**src/rtl/nn_weight_loader_if.sv**
```systemverilog
// Word stream into the weight loader: valid/ready plus one data word.
// The source drives valid/data; the loader answers with ready.
interface nn_weight_loader_if #(
  parameter int DATA_W = 16
);
  logic              s_valid;
  logic              s_ready;
  logic [DATA_W-1:0] s_data;

  modport master (
    output s_valid,
    output s_data,
    input  s_ready
  );

  modport slave (
    input  s_valid,
    input  s_data,
    output s_ready
  );
endinterface

```
**src/rtl/nn_weight_loader.sv**
```systemverilog
// Write-side sequencer: turns a flat word stream into activation-table,
// layer-1 and layer-2 RAM write strobes in RAM-major order.
module nn_weight_loader #(
  parameter int DATA_W    = 16,
  parameter int ADDR_W    = 18,
  parameter int N_L1      = 784,
  parameter int N_L2      = 10,
  parameter int DEPTH_L1  = 16,
  parameter int DEPTH_L2  = 16,
  parameter int ACT_DEPTH = 256
) (
  input  logic                 clk,
  input  logic                 reset,
  input  logic                 start,
  nn_weight_loader_if.slave    s,
  output logic [1:0]           en,
  output logic [N_L1+N_L2-1:0] we,
  output logic                 active_we,
  output logic [ADDR_W-1:0]    addr,
  output logic [DATA_W-1:0]    wdata,
  output logic                 busy,
  output logic                 done
);

  localparam int WE_W = N_L1 + N_L2;
  localparam int MD1  = (DEPTH_L1 > DEPTH_L2) ? DEPTH_L1 : DEPTH_L2;
  localparam int MAXD = (ACT_DEPTH > MD1) ? ACT_DEPTH : MD1;
  localparam int MAXN = (N_L1 > N_L2) ? N_L1 : N_L2;
  localparam int WC_W = (MAXD > 1) ? $clog2(MAXD) : 1;
  localparam int RC_W = (MAXN > 1) ? $clog2(MAXN) : 1;

  localparam logic [WE_W-1:0] WE_ONE   = WE_W'(1);
  localparam logic [WC_W-1:0] ACT_LAST = WC_W'(ACT_DEPTH - 1);
  localparam logic [WC_W-1:0] L1_LAST  = WC_W'(DEPTH_L1 - 1);
  localparam logic [WC_W-1:0] L2_LAST  = WC_W'(DEPTH_L2 - 1);
  localparam logic [RC_W-1:0] R1_LAST  = RC_W'(N_L1 - 1);
  localparam logic [RC_W-1:0] R2_LAST  = RC_W'(N_L2 - 1);

  typedef enum logic [2:0] {
    IDLE,
    LOAD_ACT,
    LOAD_L1,
    LOAD_L2,
    FINISH
  } state_t;

  state_t            state_q, state_d;
  logic [WC_W-1:0]   word_q, word_d;
  logic [RC_W-1:0]   ram_q, ram_d;
  logic [1:0]        en_q, en_d;
  logic [WE_W-1:0]   we_q, we_d;
  logic              act_q, act_d;
  logic [ADDR_W-1:0] addr_q, addr_d;
  logic [DATA_W-1:0] wdata_q, wdata_d;
  logic              busy_q, busy_d;
  logic              done_q, done_d;
  logic              acc;

  assign s.s_ready = (state_q == LOAD_ACT) ||
                     (state_q == LOAD_L1) ||
                     (state_q == LOAD_L2);
  assign acc = s.s_valid && s.s_ready;

  always_comb begin
    state_d = state_q;
    word_d  = word_q;
    ram_d   = ram_q;
    en_d    = 2'b00;
    we_d    = '0;
    act_d   = 1'b0;
    addr_d  = addr_q;
    wdata_d = wdata_q;
    busy_d  = busy_q;
    done_d  = 1'b0;
    if (acc) begin
      addr_d  = ADDR_W'(word_q);
      wdata_d = s.s_data;
    end
    case (state_q)
      IDLE: begin
        if (start) begin
          state_d = LOAD_ACT;
          word_d  = '0;
          ram_d   = '0;
          busy_d  = 1'b1;
        end
      end
      LOAD_ACT: begin
        if (acc) begin
          act_d = 1'b1;
          if (word_q == ACT_LAST) begin
            word_d  = '0;
            state_d = LOAD_L1;
          end else begin
            word_d = word_q + 1'b1;
          end
        end
      end
      LOAD_L1: begin
        if (acc) begin
          en_d = 2'b01;
          we_d = WE_ONE << ram_q;
          if (word_q == L1_LAST) begin
            word_d = '0;
            if (ram_q == R1_LAST) begin
              ram_d   = '0;
              state_d = LOAD_L2;
            end else begin
              ram_d = ram_q + 1'b1;
            end
          end else begin
            word_d = word_q + 1'b1;
          end
        end
      end
      LOAD_L2: begin
        if (acc) begin
          en_d = 2'b10;
          we_d = WE_ONE << (N_L1 + int'(ram_q));
          if (word_q == L2_LAST) begin
            word_d = '0;
            if (ram_q == R2_LAST) begin
              ram_d   = '0;
              state_d = FINISH;
              done_d  = 1'b1;
            end else begin
              ram_d = ram_q + 1'b1;
            end
          end else begin
            word_d = word_q + 1'b1;
          end
        end
      end
      FINISH: begin
        // done cycle: a start here chains straight into the next load
        if (start) begin
          state_d = LOAD_ACT;
          word_d  = '0;
          ram_d   = '0;
        end else begin
          state_d = IDLE;
          busy_d  = 1'b0;
        end
      end
      default: begin
        state_d = IDLE;
        busy_d  = 1'b0;
      end
    endcase
  end

  always_ff @(posedge clk or posedge reset) begin
    if (reset) begin
      state_q <= IDLE;
      word_q  <= '0;
      ram_q   <= '0;
      en_q    <= '0;
      we_q    <= '0;
      act_q   <= 1'b0;
      addr_q  <= '0;
      wdata_q <= '0;
      busy_q  <= 1'b0;
      done_q  <= 1'b0;
    end else begin
      state_q <= state_d;
      word_q  <= word_d;
      ram_q   <= ram_d;
      en_q    <= en_d;
      we_q    <= we_d;
      act_q   <= act_d;
      addr_q  <= addr_d;
      wdata_q <= wdata_d;
      busy_q  <= busy_d;
      done_q  <= done_d;
    end
  end

  assign en        = en_q;
  assign we        = we_q;
  assign active_we = act_q;
  assign addr      = addr_q;
  assign wdata     = wdata_q;
  assign busy      = busy_q;
  assign done      = done_q;

endmodule
```
**src/flat_wrapper.sv**
```systemverilog
// flat-port wrapper written by rule: the top's interface ports become plain ports
module nn_weight_loader_flat 
#(
  parameter int DATA_W    = 16,
  parameter int ADDR_W    = 18,
  parameter int N_L1      = 784,
  parameter int N_L2      = 10,
  parameter int DEPTH_L1  = 16,
  parameter int DEPTH_L2  = 16,
  parameter int ACT_DEPTH = 256
)
  (clk, reset, start, en, we, active_we, addr, wdata, busy, done, s_s_valid, s_s_data, s_s_ready);
  nn_weight_loader_if #(.DATA_W(DATA_W)) s_i ();
  input  logic clk;
  input  logic reset;
  input  logic start;
  output logic [1:0] en;
  output logic [N_L1+N_L2-1:0] we;
  output logic active_we;
  output logic [ADDR_W-1:0] addr;
  output logic [DATA_W-1:0] wdata;
  output logic busy;
  output logic done;
  input wire logic [$bits(s_i.s_valid)-1:0] s_s_valid;
  input wire logic [$bits(s_i.s_data)-1:0] s_s_data;
  output wire logic [$bits(s_i.s_ready)-1:0] s_s_ready;
  assign s_i.s_valid = s_s_valid;
  assign s_i.s_data = s_s_data;
  assign s_s_ready = s_i.s_ready;
  nn_weight_loader #(.DATA_W(DATA_W), .ADDR_W(ADDR_W), .N_L1(N_L1), .N_L2(N_L2), .DEPTH_L1(DEPTH_L1), .DEPTH_L2(DEPTH_L2), .ACT_DEPTH(ACT_DEPTH)) u_core (.clk(clk), .reset(reset), .start(start), .s(s_i), .en(en), .we(we), .active_we(active_we), .addr(addr), .wdata(wdata), .busy(busy), .done(done));
endmodule
```
**config.mk**
```make
export PLATFORM = sky130hd
export DESIGN_NAME = nn_weight_loader_flat
export DESIGN_NICKNAME = d
export VERILOG_FILES = /design/src/rtl/nn_weight_loader_if.sv /design/src/rtl/nn_weight_loader.sv /design/src/flat_wrapper.sv
export SDC_FILE = /design/constraint.sdc
export NUM_CORES = 1
export LEC_CHECK = 0
export ABC_AREA = 1
export CAP_MARGIN = 30
export CORE_AREA = 2 2 331 333
export DETAILED_ROUTE_END_ITERATION = 7
export DIE_AREA = 0 0 333 335
export GPL_TIMING_DRIVEN = 0
export HOLD_SLACK_MARGIN = 0.15
export PLACE_DENSITY = 0.5
export SKIP_LAST_GASP = 1
export SYNTH_ARGS = -nofsm -noshare
export SYNTH_HDL_FRONTEND = slang
export SYNTH_SLANG_ARGS = --single-unit
```
**constraint.sdc**
```tcl
create_clock -name clk -period 34.9 [get_ports clk]
set_input_delay 6.98 -clock clk [delete_from_list [all_inputs] [get_ports clk]]
set_output_delay 6.98 -clock clk [all_outputs]
set_load 0.01 [all_outputs]
```
=== Word-level counts from Yosys, hierarchy flattened ===
Cells that the tools add are included.

* Shift operators: 2
* $add $sub $neg: 3
* Div/mod/pow operators: 0
* Multipliers: 0
* Reduce and logical (&&, ||, !) cells: 13
* $lt $le $gt $ge: 0
* Bitwise operators: 1
* Multiplexer cells: 40
* Equality and inequality tests: 20

{| class="wikitable"
|+ Operator list
! cell !! count
|-
| 2-to-1 mux 794 bit || 2
|-
| case mux 794 bit (2 select lines) || 1
|-
| left shift 1 x 10 -> 794 bit (first input constant) || 1
|-
| left shift 1 x 32 -> 794 bit (first input constant) || 1
|-
| 2-to-1 mux 10 bit || 7
|-
| 2-to-1 mux 8 bit || 5
|-
| case mux 10 bit (3 select lines) || 1
|-
| 2-to-1 mux 3 bit || 9
|-
| case mux 8 bit (3 select lines) || 1
|-
| case mux 3 bit (5 select lines) || 1
|-
| != test 2 bit (second input constant) || 7
|-
| adder 10 x 10 -> 11 bit (first input constant) || 1
|-
| adder 10 x 1 -> 10 bit (second input constant) || 1
|-
| equality test 10 bit (second input constant) || 1
|-
| equality test 10 x 4 -> 1 bit (second input constant) || 1
|-
| 2-to-1 mux 1 bit || 10
|-
| != test 2 x 1 -> 1 bit (second input constant) || 5
|-
| AND reduction 9 bit || 1
|-
| adder 8 x 1 -> 8 bit (second input constant) || 1
|-
| equality test 8 x 4 -> 1 bit (second input constant) || 1
|-
| equality test 8 bit (second input constant) || 1
|-
| equality test 3 x 2 -> 1 bit (second input constant) || 2
|-
| AND reduction 6 bit || 1
|-
| nonzero test 3 bit || 2
|-
| other kinds (13) || 15
|}

* Register bits: 844
* Memories: 0
* Bits in read-only memories: 0
* Bits of input ports: 20
* Logic and storage cells: 89
* Bits in writable memories: 0
* Bits in latches: 0

=== Logic depth before layout (Yosys ltp) ===
Gate-level depths: netlist of run 1.

* Depth after elaboration: 6
* Depth in mapped cells: 14
* Gate-level depth less buffers: 11

=== Worst setup path after synthesis of run 1 ===
No wires, ideal clock.

* Path type: in2reg
* From: input port s_s_valid
* To: register u_core.we_q[627], in the netlist u_core.we[627]
* Setup slack: 26.909 ns
* Path buffers: 2
* Data required time: 34.781 ns
* Arrival: 7.872 ns
* Stages on the path: 8
* Cells stage by stage: inv_1 -> nor2_8 -> nand2_4 -> inv_2 -> nand2_2 -> buf_4 -> buf_6 -> nor2_2

* Cells in the longest elaborated chain, start to end: 3
* Elaborated cells between the ends (all ways): 4

{| class="wikitable"
|+ RTL lines
! item !! line !! RTL
|-
| start: declaration || flat_wrapper.sv:24 || <nowiki>input wire logic [$bits(s_i.s_valid)-1:0] s_s_valid;</nowiki>
|-
| logical AND 1 bit * || nn_weight_loader.sv:62 || <nowiki>assign acc = s.s_valid && s.s_ready;</nowiki>
|-
| 2-to-1 mux 794 bit (on tied branches) || nn_weight_loader.sv:117, nn_weight_loader.sv:100 ||
|-
| case mux 794 bit (2 select lines) * || nn_weight_loader.sv:79 || <nowiki>case (state_q)</nowiki>
|-
| net u_core.we_d[627] || nn_weight_loader.sv:51 || <nowiki>logic [WE_W-1:0] we_q, we_d;</nowiki>
|-
| end signal: assignment || nn_weight_loader.sv:169 || <nowiki>we_q <= we_d;</nowiki>
|-
| end: declaration || nn_weight_loader.sv:51 ||
|}

Mark *: on every way through the listed nets, which the timed path passes. The rest lies on a longest branch.
A chain may end at the register's enable or synchronous reset.

=== Worst setup path in the final report of run 1 ===
* From: register u_core.state_q[0]
* To: output port s_s_ready

* Cells in the longest elaborated chain, start to end: 3
* Elaborated cells between the ends (all ways): 5

{| class="wikitable"
|+ RTL lines
! item !! line !! RTL
|-
| start: declaration || nn_weight_loader.sv:47 || <nowiki>state_t state_q, state_d;</nowiki>
|-
| start signal: assignment || nn_weight_loader.sv:165 || <nowiki>state_q <= state_d;</nowiki>
|-
| equality test 3 x 1 -> 1 bit / equality test 3 x 2 -> 1 bit (equally long branches) || nn_weight_loader.sv:59, nn_weight_loader.sv:60 ||
|-
| logical OR 1 bit || nn_weight_loader.sv:59 || <nowiki>assign s.s_ready = (state_q == LOAD_ACT) ||</nowiki>
|-
| logical OR 1 bit * || nn_weight_loader.sv:60 || <nowiki>(state_q == LOAD_L1) ||</nowiki>
|-
| end: declaration || flat_wrapper.sv:26 || <nowiki>output wire logic [$bits(s_i.s_ready)-1:0] s_s_ready;</nowiki>
|}

Every way passes the cells marked *; elsewhere a longest branch is shown, timed or not.

==> reports/metrics.csv, run 1 <==
metric,value,unit
status,"complete, no violations",
initial DRC count,2028,
worst skew pair latency,700,ps
slowest CP cell,clkdlybuf4s50_1,
Area Growth Syn to Fin,47.3,%
root buf cell,clkbuf_16,
post-synthesis cell type count,33,
type of the most critical hold path,register to register,
RePlAce Congestion,0.969,
Layout Cells excl Fill,5191,
post-synthesis cell count,2720,
Worst slew margin,27.4,%
main combinational cell family by area after synthesis,simple AND/OR/NAND/NOR gates,
hold bufs inserted after CTS,0,
most common cell in the netlist,dfrtp_1,
Worst EP required,27920,ps
fillers,10736,
Area contributors post-synth,"dfrtp_1 71%, nor2_1 9.0%, nand2_1 3.6%",
vias in the first global route,25073,
CP startpoint kind,register,
skew final,27.0,ps
period utilization,26.2,%
CTS Buf Count,98,
post-synthesis xor/xnor area fraction,0.118,%
number of enable flip-flop cells after synthesis,0,
chip height,335,um
clock share of power,43.9,%
syn_area_per_cell,10.9,um^2
largest net degree at the start of global routing,125,
leakage power,18.6,nW
Setup CP Type,register to output port,
crit-path max FO,7,
clk buf depth,3,
Final ANT Viol Nets,0,
clk sinks,844,
Post-CTS Setup Repair Bufs,0,
internal power component,0.00174,W
dpl cells,5002,
"slowest stage delay, CP",550,ps
total track usage,28.6,%
post-synth top area share,71.3,%
grt total ovfl,0,
post-DR vias/cell,4.81,
# port buffers,843,
router iterations before antenna repair,7,
Peak supply drop,0.0000403,V
first-pass GRT wire length,217000,um
hpwl dp,126000,um
I/O pin count,854,
via count,24950,
WL/cell,31.3,um
Die Area,112000,um^2
sw frac,30.0,%
RSZ-0062 raised after global routing,false,
final setup vio count,0,
adder-cell area share of the yosys netlist,0.380,%
M3 GR Usage,9.25,%
drt drc,0,
row cnt,121,
CTS tree,built,
synthesized area,29600,um^2
Synth warnings,0,
WP data arrival,2150,ps
register bit total from synthesis,844,
max-slew violations,0,
Place WS,25180,ps
fin util,40.4,%
Slew @ Worst Pin,1090,ps
Layout Nets,3717,
Seq pwr share,40.7,%
asr flop ratio synth,100,%
placeable core region,108000,um^2
H-tree depth,3,
Post-synth top cells,"844 x dfrtp_1, 707 x nor2_1, 285 x nand2_1, 176 x nor3_1, 110 x nand3_1",
grt peak-use layer,met2,
GR Util met1,34.6,%
minimum clock period,9130,ps
Comb pwr share,15.4,%
Clock transition at path regs,60,ps
post-synthesis mux area share,0.646,%
Crit. End Element,output port,
post-synthesis simple-gate area fraction,20.8,%
predominant post-synthesis flop cell,dfrtp_1,
antenna violations before repair,3,
"Cell Chain, Critical Path",nor2_1 -> nor2_1 -> clkdlybuf4s50_1,
fmax,110,MHz
setup slack after layout,25770,ps
worst reg-to-reg setup slack,31340,ps
Die W,333,um
"area leader, netlist",dfrtp_1,
register area share after synthesis,71.3,%
Post-CTS Resized,0,
most numerous cell on the critical path,nor2_1,
Final Hold Viols,0,
met2 GRT Util,47.4,%
NetSw,0.000747,W
share of cells above drive strength 1,9.68,%
total length of routed wires,163000,um
maxcap violations,0,
Power Density,57.1,nW/um^2
starting density of the core,27.4,%
compound-gate portion of the synthesized area,1.75,%
==> power by group through the flow <==
stage,logic (W),registers (W),clock network (W)
finish,0.000384,0.00101,0.00109
global route,0.000405,0.00102,0.00115
CTS,0.000381,0.00101,0.00111
detailed placement,0.000379,0.00103,0
global placement,0.000371,0.00103,0
floorplan,0.000182,0.00104,0
==> metrics by stage <==
step	area (um^2)	setup TNS, ps	total power, W	hold WS, ps
3_5_place_dp	40200	0	0.00141	471
4_1_cts	43600	0	0.00251	486
2_1_floorplan	29700	0	0.00122	484
6_report	43600	0	0.00249	481
3_3_place_gp	39900	-5670380	0.00141	470
5_1_grt	43600	0	0.00257	506
==> registers in the layout, indices dropped and copies added (netlist names) <==
name / cells
u_core.done: 1
u_core.en: 2
u_core.ram_q: 10
u_core.busy: 1
u_core.addr: 8
u_core.word_q: 8
u_core.state_q: 3
u_core.active_we: 1
u_core.we: 794
u_core.wdata: 16
==> layout make-up <==
type                       count  area, um^2  share of cell area [%]
antenna                        5        12.5                  0.0287
buffer                       204        1030                    2.35
clock buffer                 138        2890                    6.62
clock inverter                46         563                    1.29
inverter                     123         469                    1.08
multi-input combinational   1558        7050                    16.2
sequential                   844       21100                    48.4
tap                         1414        1770                    4.05
timing repair buffer         859        8740                    20.0
==> worst max-delay path: cells and delay by family, from the launching register on <==
kind / cells / cell delay (ps)
buffers and inverters: 1 / 550
flip-flops: 1 / 450
AND/OR/NAND/NOR: 2 / 450
==> worst paths after layout <==
check / to / start / cells past startpoint
setup / recovery: s_s_ready / u_core.state_q[0] / 3
hold / removal: u_core.addr[6] / u_core.addr[6] / 2
setup reg to reg: u_core.we[335] / u_core.ram_q[5] / 10
hold reg to reg: u_core.addr[6] / u_core.addr[6] / 2
max in group asynchronous: u_core.we[245] / reset / 5
min in group asynchronous: u_core.we[537] / reset / 2
==> layout by cell type, fill, tap and decap left out, types with 15 or more instances in the layout <==
cell type        count
dfrtp_1            844
clkdlybuf4s50_1    843
nor2_1             707
nand2_1            285
nor3_1             176
nand3_1            110
inv_1              106
clkbuf_1           101
clkbuf_16          101
buf_2               80
nand4_1             71
o22ai_1             52
nor4_1              40
o21ai_0             26
buf_4               23
clkbuf_8            22
clkinv_2            19
mux2_2              17
nor2_2              16
buf_6               15
==> kinds of logic (layout without fill, tap and decap cells) <==
| kind of cell | Yosys count | after routing |
|---|---|---|
| and+or+nand+nor | 1428 | 1428 |
| DFF | 844 | 844 |
| buffers and inverters | 327 | 1370 |
| AOI/OAI and AO/OA | 90 | 90 |
| muxes | 17 | 17 |
| adders and majority gates | 9 | 9 |
| xor gates and xnor gates | 4 | 4 |
| other | 1 | 15 |
==> routing by layer <==
metal / vias up / part of all wire, %
met4: 0 / 4.0
li1: 10654 / -
met2: 1232 / 48
met5: - / 0
met3: 289 / 8.8
met1: 12775 / 39
(Power assumes the default switching activity.)
==> run 2: changes to the inputs <==
==> constraint.sdc (replaced) <==
create_clock -name clk -period 9.08 [get_ports clk]
set_input_delay 1.816 -clock clk [delete_from_list [all_inputs] [get_ports clk]]
set_output_delay 1.816 -clock clk [all_outputs]
set_load 0.01 [all_outputs]
==> run 2 against run 1 <==
  * Flip-flop and latch count unchanged
  * Highest routed layer unchanged
  * Die area unchanged
  * Non-clock buffer count increased by 14
==> reports/metrics.csv, run 2 (synthesis results as in run 1) <==
metric,value,unit,change
Final Hold Viols,0,,unchanged
hpwl dp,128000,um,+1.2%
Die W,333,um,unchanged
"slowest stage delay, CP",440,ps,-110 ps
minimum clock period,4060,ps,
grt total ovfl,0,,unchanged
largest net degree at the start of global routing,44,,-65%
Power Density,216,nW/um^2,+280%
total track usage,28.7,%,+0.080 points
dpl cells,5016,,+0.28%
placeable core region,108000,um^2,unchanged
fmax,246,MHz,
maxcap violations,0,,unchanged
"commonest non-fill, non-tap cells in the layout","844 x dfrtp_1, 843 x clkdlybuf4s50_1, 707 x nor2_1",,
drt drc,0,,unchanged
chip height,335,um,unchanged
Crit. End Element,asynchronous set/reset pin,,
WL/cell,31.3,um,about the same
H-tree depth,3,,unchanged
Worst EP required,9950,ps,"-17,970 ps"
setup slack after layout,5020,ps,"-20,750 ps"
root buf cell,clkbuf_16,,
Worst slew margin,26.7,%,-0.71 points
most numerous cell on the critical path,buf_12,,
Clock transition at path regs,60,ps,about the same
clk buf depth,3,,unchanged
Setup CP Type,primary input to asynchronous set/reset pin,,
WP data arrival,4930,ps,+2780 ps
sum of negative setup slack,0,ps,unchanged
I/O pin count,854,,unchanged
CTS tree,built,,
period utilization,44.7,%,
Peak supply drop,0.000166,V,+310%
RePlAce Congestion,0.929,,-4.1%
share of cells above drive strength 1,9.64,%,-0.037 points
vias in the first global route,25139,,+0.26%
skew final,46.0,ps,+19.0 ps
leakage power,18.6,nW,+0.19%
clk sinks,844,,unchanged
max-slew violations,0,,unchanged
fin util,40.5,%,+0.086 points
"Cell Chain, Critical Path",clkdlybuf4s50_1 -> clkinvlp_4 -> buf_12 -> buf_12 -> buf_12 -> buf_12 -> buf_12 -> buf_12 -> buf_12 -> buf_12,,
via count,24909,,-0.16%
"commonest non-fill, non-tap cell in the layout",dfrtp_1,,
RSZ-0062 raised after global routing,false,,
type of the most critical hold path,register to register,,
Final ANT Viol Nets,0,,unchanged
CTS Buf Count,94,,-4.1%
worst hold slack,488,ps,+6.42 ps
starting density of the core,27.4,%,unchanged
worst skew pair latency,720,ps,+20 ps
Layout Cells excl Fill,5193,,+0.039%
# port buffers,843,,unchanged
hold bufs inserted after CTS,0,,unchanged
first-pass GRT wire length,218000,um,+0.29%
Post-CTS Setup Repair Bufs,0,,unchanged
antenna violations before repair,5,,+2
slowest CP cell,clkdlybuf4s50_1,,
Slew @ Worst Pin,1100,ps,+6.57 ps
post-DR vias/cell,4.80,,-0.20%
initial DRC count,2104,,+3.7%
crit-path max FO,40,,+33
status,"complete, no violations",,
final setup vio count,0,,unchanged
row cnt,121,,unchanged
Die Area,112000,um^2,unchanged
total length of routed wires,163000,um,about the same
Area Growth Syn to Fin,47.6,%,
Place WS,4210,ps,"-20,960 ps"
CP startpoint kind,primary input,,
router iterations before antenna repair,7,,unchanged
Layout Nets,3727,,+0.27%
max FFs per register,794,,unchanged
Post-CTS Resized,0,,unchanged
## run 2: cell types whose count changed in the layout (fill, tap and decap cells not counted), moves of 3 or more
| cell | change |
|---|---|
| buf_12 | +23 |
| buf_16 | -7 |
| clkbuf_1 | +5 |
| clkbuf_16 | -7 |
| clkbuf_8 | +5 |
| clkinv_2 | -8 |
| clkinvlp_4 | -3 |
## run 2: layer usage
metal | GRT usage [%] | share of wire [%]
met3 | 7.72 | 8.2
met2 | 47.5 | 48
met5 | 0 | 0
met1 | 35.6 | 40
met4 | 11.2 | 4.1
## run 2: per-stage QoR
| stage | power (W) | instance area [um^2] |
|---|---|---|
| final | 0.00944 | 43700 |
| after global routing | 0.00975 | 43700 |
| after CTS | 0.00949 | 43700 |
| after detailed placement | 0.00542 | 40400 |
| after global placement | 0.00540 | 39900 |
| after floorplan | 0.00469 | 29700 |
## run 2: area by class of cell
type | count | area (um^2)
fill | 10680 | 64400
inverter | 123 | 465
sequential | 844 | 21100
tap | 1414 | 1770
clock inverter | 33 | 509
antenna | 3 | 7.51
timing repair buffer | 873 | 8980
buffer | 204 | 1030
clock buffer | 141 | 2800
multi-input combinational | 1558 | 7050
## run 2: final timing paths
check | from | endpoint | slack (ps) | cells after the start
worst max-delay path | reset | u_core.we[236] | 5020 | 10
worst min-delay path | u_core.addr[5] | u_core.addr[5] | 490 | 2
worst max register to register | u_core.ram_q[5] | u_core.we[775] | 5450 | 10
worst min register to register | u_core.addr[5] | u_core.addr[5] | 490 | 2
max in group clk | u_core.state_q[0] | s_s_ready | 5040 | 3
min in group asynchronous | reset | u_core.we[529] | 1540 | 2
## run 2: power by group
| part | total [W] | leakage (nW) | internal [W] | switching (W) |
|---|---|---|---|---|
| Clock | 0.00408 | 1.62 | 0.00240 | 0.00167 |
| Sequential | 0.00390 | 11.7 | 0.00384 | 0.0000547 |
| Combinational | 0.00147 | 5.25 | 0.000354 | 0.00111 |
| Total | 0.00944 | 18.6 | 0.00660 | 0.00284 |
## run 2: critical path, delay by kind of cell
family   cells  cell delay, ps
buf+inv     10            2930
==> run 3: changes to the inputs <==
--- a/config.mk
+++ b/config.mk
@@ -7,12 +7,12 @@
 export LEC_CHECK = 0
 export ABC_AREA = 1
 export CAP_MARGIN = 30
-export CORE_AREA = 2 2 331 333
+export CORE_AREA = 2 2 336 338
 export DETAILED_ROUTE_END_ITERATION = 7
-export DIE_AREA = 0 0 333 335
+export DIE_AREA = 0 0 338 340
 export GPL_TIMING_DRIVEN = 0
 export HOLD_SLACK_MARGIN = 0.15
-export PLACE_DENSITY = 0.5
+export PLACE_DENSITY = 0.51
 export SKIP_LAST_GASP = 1
 export SYNTH_ARGS = -nofsm -noshare
 export SYNTH_HDL_FRONTEND = slang
==> constraint.sdc (replaced) <==
create_clock -name clk -period 3.72 [get_ports clk]
set_input_delay 0.744 -clock clk [delete_from_list [all_inputs] [get_ports clk]]
set_output_delay 0.744 -clock clk [all_outputs]
set_load 0.01 [all_outputs]
==> run 3 against run 2 <==
  * The flow now finishes with violations (DRC)
  * Routed wire length grew 1.2%
  * First-iteration DRC count decreased by 7.3%
  * Sequential power is 140% higher
  * Combinational power grew to 2.5 times the previous value
  * Critical path depth unchanged
  * Sequential share of layout area decreased by 0.16 points
  * Clock power rose by 140%
==> reports/metrics.csv, run 3 (synthesis results as in run 1) <==
metric,value,unit,change
Placed Area,40600,um^2,+0.52%
dpl cells,5108,,+1.8%
Area Growth Syn to Fin,48.1,%,
Post-CTS Setup Repair Bufs,0,,unchanged
router iterations before antenna repair,8,,+1
Worst slew margin,27.5,%,+0.85 points
I/O pin count,854,,unchanged
minimum clock period,3630,ps,
Setup CP Type,register to register,,
worst reg-to-reg setup slack,90,ps,-5360 ps
M3 GR Usage,8.33,%,+0.61 points
grt total ovfl,0,,unchanged
hold wc startpoint,u_core.addr[3],,
Min-Delay Endpoint,u_core.addr[3],,
max FFs per register,794,,unchanged
fmax,276,MHz,
Die W,338,um,+1.5%
CTS Buf Count,96,,+2.1%
Final Hold Viols,0,,unchanged
CP startpoint kind,register,,
skew final,18.2,ps,-27.8 ps
root buf cell,clkbuf_16,,
Worst EP required,4310,ps,-5640 ps
# port buffers,843,,unchanged
hpwl dp,129000,um,+1.2%
"commonest non-fill, non-tap cells in the layout","844 x dfrtp_1, 843 x clkdlybuf4s50_1, 707 x nor2_1",,
type of the most critical hold path,register to register,,
chip height,340,um,+1.5%
WL/cell,31.2,um,-0.52%
final setup vio count,0,,unchanged
max-slew violations,0,,unchanged
maxcap violations,0,,unchanged
hold depth,2,,unchanged
share of cells above drive strength 1,9.94,%,+0.30 points
Reg-to-Reg End,u_core.we[775],,
Clock transition at path regs,60,ps,about the same
Place WS,148,ps,-4070 ps
antenna violations before repair,3,,-2
Die Area,115000,um^2,+3.0%
row cnt,123,,+1.7%
"commonest non-fill, non-tap cell in the layout",dfrtp_1,,
first-pass GRT wire length,219000,um,+0.60%
RSZ-0062 raised after global routing,false,,
H-tree depth,3,,unchanged
starting density of the core,26.6,%,-0.85 points
Slew @ Worst Pin,1090,ps,-8.67 ps
GR Util met1,34.1,%,-1.5 points
period utilization,97.5,%,
total track usage,28.2,%,-0.42 points
setup slack after layout,93.2,ps,-4930 ps
Final ANT Viol Nets,0,,unchanged
WP data arrival,4220,ps,-710 ps
post-DR vias/cell,4.74,,-1.2%
Power Density,524,nW/um^2,+140%
crit-path max FO,10,,-75%
met2 GRT Util,46.9,%,-0.53 points
drt drc,1,,+1
Finished Cell Area,43900,um^2,+0.33%
total length of routed wires,165000,um,+1.2%
Crit. End Element,register,,
clk buf depth,3,,unchanged
failing checks,DRC,,
CTS tree,built,,
Peak supply drop,0.000337,V,+100%
clk sinks,844,,unchanged
largest net degree at the start of global routing,46,,+4.5%
RePlAce Congestion,0.940,,+1.1%
sum of negative setup slack,0,ps,unchanged
initial DRC count,1950,,-7.3%
status,finished with violations,,
Layout Nets,3735,,+0.21%
placeable core region,112000,um^2,+3.2%
Power Total,0.0230,W,+140%
reg-to-reg startpoint,u_core.ram_q[5],,
via count,25034,,+0.50%
Layout Cells excl Fill,5284,,+1.8%
worst reg-to-reg path cell count,10,,unchanged
vias in the first global route,25456,,+1.3%
grt peak-use layer,met2,,
worst skew pair latency,700,ps,-20 ps
leakage power,18.6,nW,+0.17%
[run 3: cell count changes in the layout (fill, tap and decap cells not counted), sizes merged]
cell	previous run	this run
clkbuf	227	216
clkinv	19	27
buf	148	154
inv	125	127
bufinv	9	8
clkinvlp	3	4
[run 3: worst max-delay path by stage]
stage / endpoint / startpoint
finish: u_core.we[775] / u_core.ram_q[5]
CTS: u_core.we[327] / u_core.ram_q[1]
global route: u_core.we[358] / u_core.ram_q[5]
global placement: u_core.we[310] / reset
detailed placement: u_core.we[91] / reset
floorplan: u_core.active_we / reset
[run 3: metrics by stage]
stage | util, % | hold WS, ps
global route | 39.3 | 511
finish | 39.3 | 486
floorplan | - | 484
CTS | 39.3 | 475
detailed placement | 36.4 | 474
global placement | 35.8 | 473
[run 3: per-layer routing]
layer	routed length, um	vias up
met3	14500	263
met5	0	-
met1	63800	12898
met4	7230	0
li1	-	10668
met2	79200	1205
[run 3: layout make-up]
cell class | count | area, um^2
multi-input cells | 1558 | 7050
repair buffers | 879 | 9080
inverters | 123 | 465
plain buffers | 204 | 1030
fillers | 11048 | 67700
well taps | 1500 | 1880
flip-flops and latches | 844 | 21100
clock buffers | 130 | 2740
diodes | 3 | 7.51
clock inverters | 43 | 498
[run 3: worst max-delay path, cell delays in order, from the launching register on]
cell,delay (ps)
dfrtp_1,370
buf_2,160
inv_2,150
buf_2,310
buf_1,540
ha_1,350
clkbuf_1,330
clkbuf_1,350
nor2_1,480
nand4_1,250
o22ai_1,210
[run 3: power breakdown]
group / internal [W] / leakage [nW] / switching (W)
clock: 0.00573 / 1.60 / 0.00403
combinational: 0.000900 / 5.30 / 0.00282
sequential: 0.00938 / 11.7 / 0.000137
total: 0.0160 / 18.6 / 0.00699
[run 3: repair_timing]
item / 4_1_cts / 5_1_grt
gates resized for setup: 0 / 1
hold buffers: 0 / 0
endpoints found under the hold margin: 0 / 0
setup endpoints to repair: 0 / 1
